<file path="src/rtl/seg_sched.sv">
// seg_sched: arbitrates time-core and editor frame updates plus blink refreshes,
// and drives the write/write/readback sequence on seg_show's register port.
module seg_sched #(
  parameter int unsigned ADDRWIDTH = 4,
  parameter int unsigned BLINK_DIV = 12500000
) (
  input  logic                 clk,
  input  logic                 rst,
  input  logic                 t_valid,
  output logic                 t_ready,
  input  logic [15:0]          t_digits,
  input  logic [3:0]           t_dp,
  input  logic [7:0]           t_led,
  input  logic                 e_valid,
  output logic                 e_ready,
  input  logic [31:0]          e_frame,
  input  logic [7:0]           e_led,
  input  logic [3:0]           blink_mask,
  input  logic                 err_clr,
  output logic                 wr,
  output logic [ADDRWIDTH-1:0] waddr,
  output logic [31:0]          wdata,
  output logic                 rd,
  output logic [ADDRWIDTH-1:0] raddr,
  input  logic [31:0]          rdata,
  output logic                 busy,
  output logic                 err
);

  localparam int unsigned CntW = (BLINK_DIV > 1) ? $clog2(BLINK_DIV) : 1;
  localparam logic [ADDRWIDTH-1:0] AddrScan   = ADDRWIDTH'(4);
  localparam logic [ADDRWIDTH-1:0] AddrStatic = ADDRWIDTH'(8);
  localparam logic [CntW-1:0]      CntLast    = CntW'(BLINK_DIV - 1);

  typedef enum logic [2:0] {StIdle, StWrScan, StWrStatic, StRd, StCheck} state_e;

  state_e          state_q, state_d;
  logic            ptr_q;          // 0: time core preferred, 1: editor preferred
  logic [CntW-1:0] cnt_q;
  logic            phase_q;        // 1: digits shown, 0: blinking digits blanked
  logic            pend_q;
  logic            have_q;
  logic [31:0]     last_frame_q;
  logic [7:0]      last_led_q;
  logic [31:0]     scan_q;         // blanked scan word of the running transaction
  logic            err_q;

  logic            gnt_ref, gnt_t, gnt_e, gnt_any;
  logic [31:0]     src_frame, capt_frame;
  logic [7:0]      src_led;
  logic            wrap, mismatch;

  // Time-core digits to seg_show byte format: on, dp, no dash, hex value.
  function automatic logic [31:0] t_to_frame(input logic [15:0] d, input logic [3:0] dp);
    logic [31:0] f;
    for (int i = 0; i < 4; i++) begin
      f[8*i +: 8] = {1'b1, dp[i], 2'b00, d[4*i +: 4]};
    end
    return f;
  endfunction

  // Blank masked digits while the blink phase is off.
  function automatic logic [31:0] blank(input logic [31:0] f, input logic [3:0] mask,
                                        input logic phase);
    logic [31:0] r;
    r = f;
    for (int i = 0; i < 4; i++) begin
      if (!phase && mask[i]) r[8*i +: 8] = 8'h00;
    end
    return r;
  endfunction

  // Arbitration: refresh first, then round-robin between time core and editor.
  always_comb begin
    gnt_ref = 1'b0;
    gnt_t   = 1'b0;
    gnt_e   = 1'b0;
    if (state_q == StIdle && !rst) begin
      if (pend_q) begin
        gnt_ref = 1'b1;
      end else if (t_valid && e_valid) begin
        gnt_t = ~ptr_q;
        gnt_e = ptr_q;
      end else begin
        gnt_t = t_valid;
        gnt_e = e_valid;
      end
    end
    gnt_any = gnt_ref | gnt_t | gnt_e;
  end

  // Payload selection for the frame captured at grant.
  always_comb begin
    src_frame  = gnt_e ? e_frame : t_to_frame(t_digits, t_dp);
    src_led    = gnt_e ? e_led : t_led;
    capt_frame = gnt_ref ? last_frame_q : src_frame;
  end

  // Next-state logic and bus strobes; everything is zero outside the write/read states.
  always_comb begin
    state_d = state_q;
    t_ready = gnt_t;
    e_ready = gnt_e;
    wr      = 1'b0;
    waddr   = '0;
    wdata   = '0;
    rd      = 1'b0;
    raddr   = '0;
    unique case (state_q)
      StIdle: begin
        if (gnt_any) state_d = StWrScan;
      end
      StWrScan: begin
        wr      = 1'b1;
        waddr   = AddrScan;
        wdata   = scan_q;
        state_d = StWrStatic;
      end
      StWrStatic: begin
        wr      = 1'b1;
        waddr   = AddrStatic;
        wdata   = {24'h0, last_led_q};
        state_d = StRd;
      end
      StRd: begin
        rd      = 1'b1;
        raddr   = AddrScan;
        state_d = StCheck;
      end
      StCheck: begin
        state_d = StIdle;
      end
      default: state_d = StIdle;
    endcase
  end

  assign busy     = (state_q != StIdle);
  assign err      = err_q;
  assign wrap     = (cnt_q == CntLast);
  assign mismatch = (state_q == StCheck) && (rdata != scan_q);

  // FSM state register.
  always_ff @(posedge clk or posedge rst) begin
    if (rst) state_q <= StIdle;
    else     state_q <= state_d;
  end

  // Payload capture at grant; last_* keep the unblanked source for refreshes.
  always_ff @(posedge clk or posedge rst) begin
    if (rst) begin
      ptr_q        <= 1'b0;
      have_q       <= 1'b0;
      last_frame_q <= '0;
      last_led_q   <= '0;
      scan_q       <= '0;
    end else if (gnt_any) begin
      scan_q <= blank(capt_frame, blink_mask, phase_q);
      if (!gnt_ref) begin
        ptr_q        <= gnt_t;
        have_q       <= 1'b1;
        last_frame_q <= src_frame;
        last_led_q   <= src_led;
      end
    end
  end

  // Blink timebase; a toggle while a refresh is being granted re-arms it.
  always_ff @(posedge clk or posedge rst) begin
    if (rst) begin
      cnt_q   <= '0;
      phase_q <= 1'b1;
      pend_q  <= 1'b0;
    end else begin
      cnt_q <= wrap ? '0 : cnt_q + 1'b1;
      if (wrap) phase_q <= ~phase_q;
      if (wrap && have_q) pend_q <= 1'b1;
      else if (gnt_ref)   pend_q <= 1'b0;
    end
  end

  // Sticky readback error; a mismatch beats a simultaneous clear.
  always_ff @(posedge clk or posedge rst) begin
    if (rst)           err_q <= 1'b0;
    else if (mismatch) err_q <= 1'b1;
    else if (err_clr)  err_q <= 1'b0;
  end

endmodule

</file>
<file path="config.mk">
export PLATFORM = sky130hd
export DESIGN_NAME = seg_sched
export DESIGN_NICKNAME = d
export VERILOG_FILES = /design/src/rtl/seg_sched.sv
export SDC_FILE = /design/constraint.sdc
export NUM_CORES = 1
export LEC_CHECK = 0
export ABC_AREA = 1
export CAP_MARGIN = 20
export CORE_MARGIN = 2
export CORE_UTILIZATION = 35
export DETAILED_ROUTE_END_ITERATION = 6
export GPL_TIMING_DRIVEN = 1
export MAX_ROUTING_LAYER = met4
export PLACE_DENSITY = 0.74
export SYNTH_ARGS = -nofsm -noshare
export SYNTH_HDL_FRONTEND = slang
export SYNTH_SLANG_ARGS = --single-unit
</file>
<file path="constraint.sdc">
create_clock -name clk -period 4.9 [get_ports clk]
set_input_delay 0.98 -clock clk [delete_from_list [all_inputs] [get_ports clk]]
set_output_delay 0.98 -clock clk [all_outputs]
set_load 0.05 [all_outputs]
</file>
==> out/results.ini, run 1 <==
[drt]
antenna_left=0
drt-total-wl_mm=16.5
vias=5585
post-route-drc-count=0
dr.first_iter.drc_count=341
routedWlPerCell_um=13.6
drt_pass1_iterations=7
viasPerCell=4.60

[timing]
slew_headroom_pct=31.2
finalSetupTns_ps=0
final-setup-viol-count=0
timing.final.crit_share_pct=80.5
final-hold-violation-count=0
min_period_ps=3940
rsz0062_at_grt=false
clock_skew_ps=9.39
clock.fmax_mhz=254
worst_pin_slew_ps=1030
slew_violations=0

[yosys]
yosysWarnings=0
syn_area_um2=5880
synth_top_family_by_area=simple AND/OR/NAND/NOR gates
synth_adder_area_share_pct=0.213
synth_compound_area_share_pct=5.55
avgSynthCellArea_um2=6.92
ys_types=36
synth-xor-area-share_pct=4.76
synth_edf_count=0
synthMuxAreaShare_pct=0
synth_ff_type=dfrtp_1
synth-async-reset-ratio_pct=100
synth_cells=850
synth-seq-cells=104
synth-simple-area-share_pct=33.5
yosysSeqAreaShare_pct=44.3

[final_layout]
n_antenna_cell=0
area_delta_synth_final_pct=34.3
final_nets=1099
drive_gt1_share_pct=3.62
finalNonFillerCells=1214

[global_route]
top_usage_layer=met2
grt_pass1_vias=5370
grt_use_met3_pct=4.83
overflow=0
grt_start_max_net_pins=70
antenna_found_initial=0
use_met1_pct=25.6
grt_pass1_wl_mm=27.3
grt.total_usage_pct=19.9
met2_usage_pct=32.1

[floorplanning]
core_area_um2=16500
num_rows=47
initial_core_util_pct=35.6
ios=155
die_h_um=134
dieArea_um2=17900
fp.dieW_um=134

[outcome]
status=completed

[pwr]
irDropWorstVdd_mv=0.307
powerDensity_nw_per_um2=462
leakagePower_nw=3.93

[critical_path]
max_stage_delay_ps=870
critical_path_required_ps=3920
cp_slowest_cell=clkdlybuf4s50_1
reg2regPathDepth=8
path_buf_inv=2
critPathTopFamily=buffers and inverters
reg2reg_from=state_q[2]
end_kind=output port
cp-start-kind=register
r2r-end=last_frame_q[20]
path_max_fanout=31
cp-startpoint=state_q[1]
cp.arrival_ps=2960
critical_path_class=register to output port
r2r_setup_slack_ps=2090
path_cells=nor3_2 -> inv_1 -> nor2_1 -> clkdlybuf4s50_1

[hold_path]
min_to=have_q
hp-start=have_q
holdPathStages=2
hold_path.class=register to register

[clock_network]
cts_tree=yes
cts-root-buf=clkbuf_16
ctsResizeCount=0
cts.htree.levels=3
clk_pin_slew_ps=80
max-clock-path-buffers=2
cts_made_buffers=9
cts_setup_buffers=0
insertion_delay_ps=350
cts_sinks=104
hold_buffers=0

[flow_run]
drv_cap=0

[placed_design]
placedCellCount=1198
port_buffers=149
gp_congestion=0.878
dp_hpwl_mm=12.3

[cell families after synthesis]
logic type | after synthesis
simple gates | 489
buf+inv | 170
flops | 104
compound gates | 53
xor+xnor | 32
fa+ha+maj | 1
other cells | 1
[metrics by stage]
step / setup WS [ps] / area (um2) / hold WS [ps] / util (%) / power, mW
6_report: 957 / 7900 / 462 / 47.8 / 3.65
3_5_place_dp: 1190 / 7560 / 444 / 45.8 / 2.86
2_1_floorplan: 691 / 5900 / 423 / - / 2.37
5_1_grt: 745 / 7900 / 497 / 47.8 / 3.89
3_3_place_gp: 1290 / 7560 / 433 / 45.8 / 2.82
4_1_cts: 949 / 7900 / 463 / 47.8 / 3.68
[metal layers]
layer,routed length [um],up-vias
met2,7730,189
met4,216,0
met1,7510,2541
met5,0,-
li1,-,2841
met3,1060,14
[synth_stat cells (8+ instances only)]
cell	instances	area [um2]
buf_2	18	90.1
inv_1	136	510
nand3_1	30	150
nor3_1	17	85.1
dfrtp_1	103	2580
nand2_1	340	1280
o21ai_0	13	65.1
nor2_1	83	312
xnor2_1	23	201
xor2_1	9	78.8
a31oi_1	8	50.1
o22ai_1	15	93.8
[placed cells by master, fill, tap and decap left out, types with 2 or more instances in the layout]
cell / count
nand2_1: 340
clkdlybuf4s50_1: 148
inv_1: 135
dfrtp_1: 103
nor2_1: 82
nand3_1: 30
xnor2_1: 23
nor3_1: 17
o22ai_1: 15
o21ai_0: 13
xor2_1: 9
clkbuf_16: 9
a31oi_1: 8
nand4_1: 7
a22oi_1: 6
conb_1: 5
inv_2: 4
buf_4: 4
o21ai_1: 3
inv_8: 3
nor2_4: 2
a22o_1: 2
and3_1: 2
a21oi_1: 2
or2_2: 2
clkinv_4: 2
bufinv_16: 2
[worst register-to-register path, stage by stage, from the launching register on]
cell and delay (ps):
dfrtp_1 460, nor2_4 180, nand3_4 170, nor2_4 480
inv_2 420, nand2_2 470, inv_2 320, nand2_1 140
nand2_1 70
[area by class of cell]
cell class	instances	area (um2)
clock buffers	9	225
flip-flops and latches	104	2600
fillers	1612	8620
multi-input cells	580	2620
inverters	141	533
repair buffers	153	1530
well taps	220	275
clock inverters	7	111
[worst max path at each step]
stage	cells after the start	end
floorplan	4	e_ready
global placement	9	last_frame_q[4]
detailed placement	9	last_frame_q[29]
CTS	4	wdata[11]
global route	4	wdata[11]
finish	4	wdata[11]
[report_power, final]
group / switching, mW / leakage [nW] / total [mW] / internal [mW]
Sequential: 0.185 / 1.33 / 1.32 / 1.14
Clock: 0.349 / 0.166 / 0.810 / 0.461
Combinational: 0.981 / 2.44 / 1.52 / 0.538
Total: 1.52 / 3.93 / 3.65 / 2.14
[sequential cells by signal, indices dropped and copies added (netlist names), 3 cells and up]
name / flops
cnt_q: 24
state_q: 3
last_frame_q: 32
last_led_q: 8
scan_q: 32
Power figures use the tool's default switching activity.
==> run 2: changes to the inputs <==
--- a/config.mk
+++ b/config.mk
@@ -12,7 +12,7 @@
 export DETAILED_ROUTE_END_ITERATION = 6
 export GPL_TIMING_DRIVEN = 1
 export MAX_ROUTING_LAYER = met4
-export PLACE_DENSITY = 0.74
+export PLACE_DENSITY = 0.72
 export SYNTH_ARGS = -nofsm -noshare
 export SYNTH_HDL_FRONTEND = slang
 export SYNTH_SLANG_ARGS = --single-unit
==> constraint.sdc (replaced) <==
create_clock -name clk -period 4.1 [get_ports clk]
set_input_delay 0.82 -clock clk [delete_from_list [all_inputs] [get_ports clk]]
set_output_delay 0.82 -clock clk [all_outputs]
set_load 0.05 [all_outputs]
==> out/results.ini, run 2 (synthesized netlist as in run 1, its figures left out) <==
[drt]
dr.first_iter.drc_count=400
drt-total-wl_mm=16.6
routedWlPerCell_um=13.6
viasPerCell=4.60
drt_pass1_iterations=5
antenna_left=0
vias=5606
post-route-drc-count=0

[timing]
finalSetupTns_ps=0
rsz0062_at_grt=false
min_period_ps=3700
final-hold-violation-count=0
final-setup-viol-count=0
clock_skew_ps=12.4
slew_violations=0
worst_pin_slew_ps=771
clock.fmax_mhz=270
slew_headroom_pct=48.6
timing.final.crit_share_pct=90.3

[global_route]
overflow=0
grt_start_max_net_pins=61
grt.total_usage_pct=19.9
grt_pass1_wl_mm=27.1
grt_pass1_vias=5294
antenna_found_initial=1

[clock_network]
insertion_delay_ps=350
cts_setup_buffers=0
max-clock-path-buffers=2
clk_pin_slew_ps=80
cts-root-buf=clkbuf_16
ctsResizeCount=0
cts_tree=yes
cts_sinks=104
hold_buffers=0
cts_made_buffers=9
cts.htree.levels=3

[critical_path]
cp-start-kind=register
critPathTopFamily=buffers and inverters
path_cells=nor3_2 -> inv_1 -> buf_4 -> o21ai_0 -> clkdlybuf4s50_1
path_max_fanout=25
r2r-end=scan_q[6]
max_stage_delay_ps=860
critical_path_class=register to output port
reg2regPathDepth=8
path_buf_inv=3
critical_path_required_ps=3280
cp_slowest_cell=clkdlybuf4s50_1
reg2reg_from=state_q[2]
cp.arrival_ps=2880
end_kind=output port
r2r_setup_slack_ps=1490

[final_layout]
ff_latch_area_um2=2600
final_cell_mix=nand2_1 (340), clkdlybuf4s50_1 (147), inv_1 (135)
area_delta_synth_final_pct=34.1
n_fill_cell=1641
reg_top3=last_frame_q: 32 flops, scan_q: 32 flops, cnt_q: 24 flops
mostFrequentLayoutCell=nand2_1
final_nets=1102
multi_input_area_um2=2620
drive_gt1_share_pct=4.01
final_area_um2=7890

[outcome]
status=completed

[hold_path]
hold_path.class=register to register
min_to=have_q
holdPathStages=2
hp-start=have_q

[floorplanning]
num_rows=47
die_h_um=134
fp.dieW_um=134
ios=155
core_area_um2=16500
dieArea_um2=17900
initial_core_util_pct=35.6

[flow_run]
drv_cap=0

[pwr]
leakagePower_nw=3.93
irDropWorstVdd_mv=0.326
powerDensity_nw_per_um2=544

[placed_design]
placed_area_um2=7580
dp_hpwl_mm=12.4
port_buffers=149
gp_congestion=0.860

==> run 2: changes by cell type in the layout (fill, tap and decap cells not counted), sizes merged <==
cell           change
buf                +4
bufinv             -1
diode              +1
clkinv             +1
clkdlybuf4s50      -1
==> run 2: worst max path at each step <==
stage	end	cells past startpoint	start	slack, ps
after global routing	wdata[2]	5	state_q[1]	240
final	wdata[2]	5	state_q[1]	400
after floorplan	e_ready	4	rst	210
after detailed placement	last_frame_q[29]	9	rst	720
after global placement	last_frame_q[28]	9	rst	780
after CTS	wdata[2]	5	state_q[1]	370
==> run 2: power by group <==
part	total [mW]	switching [mW]	internal, mW	leakage, nW
registers	1.57	0.214	1.36	1.33
clock network	0.886	0.404	0.481	0.152
logic	1.83	1.18	0.652	2.45
==> run 2: per-stage QoR <==
stage	setup WS [ps]	total power, mW	utilization, %	std cells	hold slack [ps]
2_1_floorplan	211	2.83	-	854	423
3_3_place_gp	782	3.38	45.9	1201	433
3_5_place_dp	722	3.43	45.9	1201	445
4_1_cts	373	4.33	47.7	1217	464
5_1_grt	239	4.59	47.7	1218	481
6_report	399	4.29	47.7	1218	464
==> run 2: tightest hold or removal path, cell delays in order (launching register included) <==
cell	delay, ps
dfrtp_1	330
inv_1	50
nand2_1	60
==> run 2: metal layers <==
layer | wire length (um) | GRT usage, %
met1 | 7390 | 25.0
met2 | 7520 | 31.1
met3 | 1380 | 6.13
met4 | 274 | 5.91
met5 | 0 | -
==> run 2: cell type report <==
cell class	instances	area share, %
multi-input cells	580	33.2
flip-flops and latches	104	33.0
repair buffers	156	19.7
inverters	141	6.76
well taps	220	3.49
clock buffers	9	2.85
clock inverters	7	0.983
diodes	1	0.0317
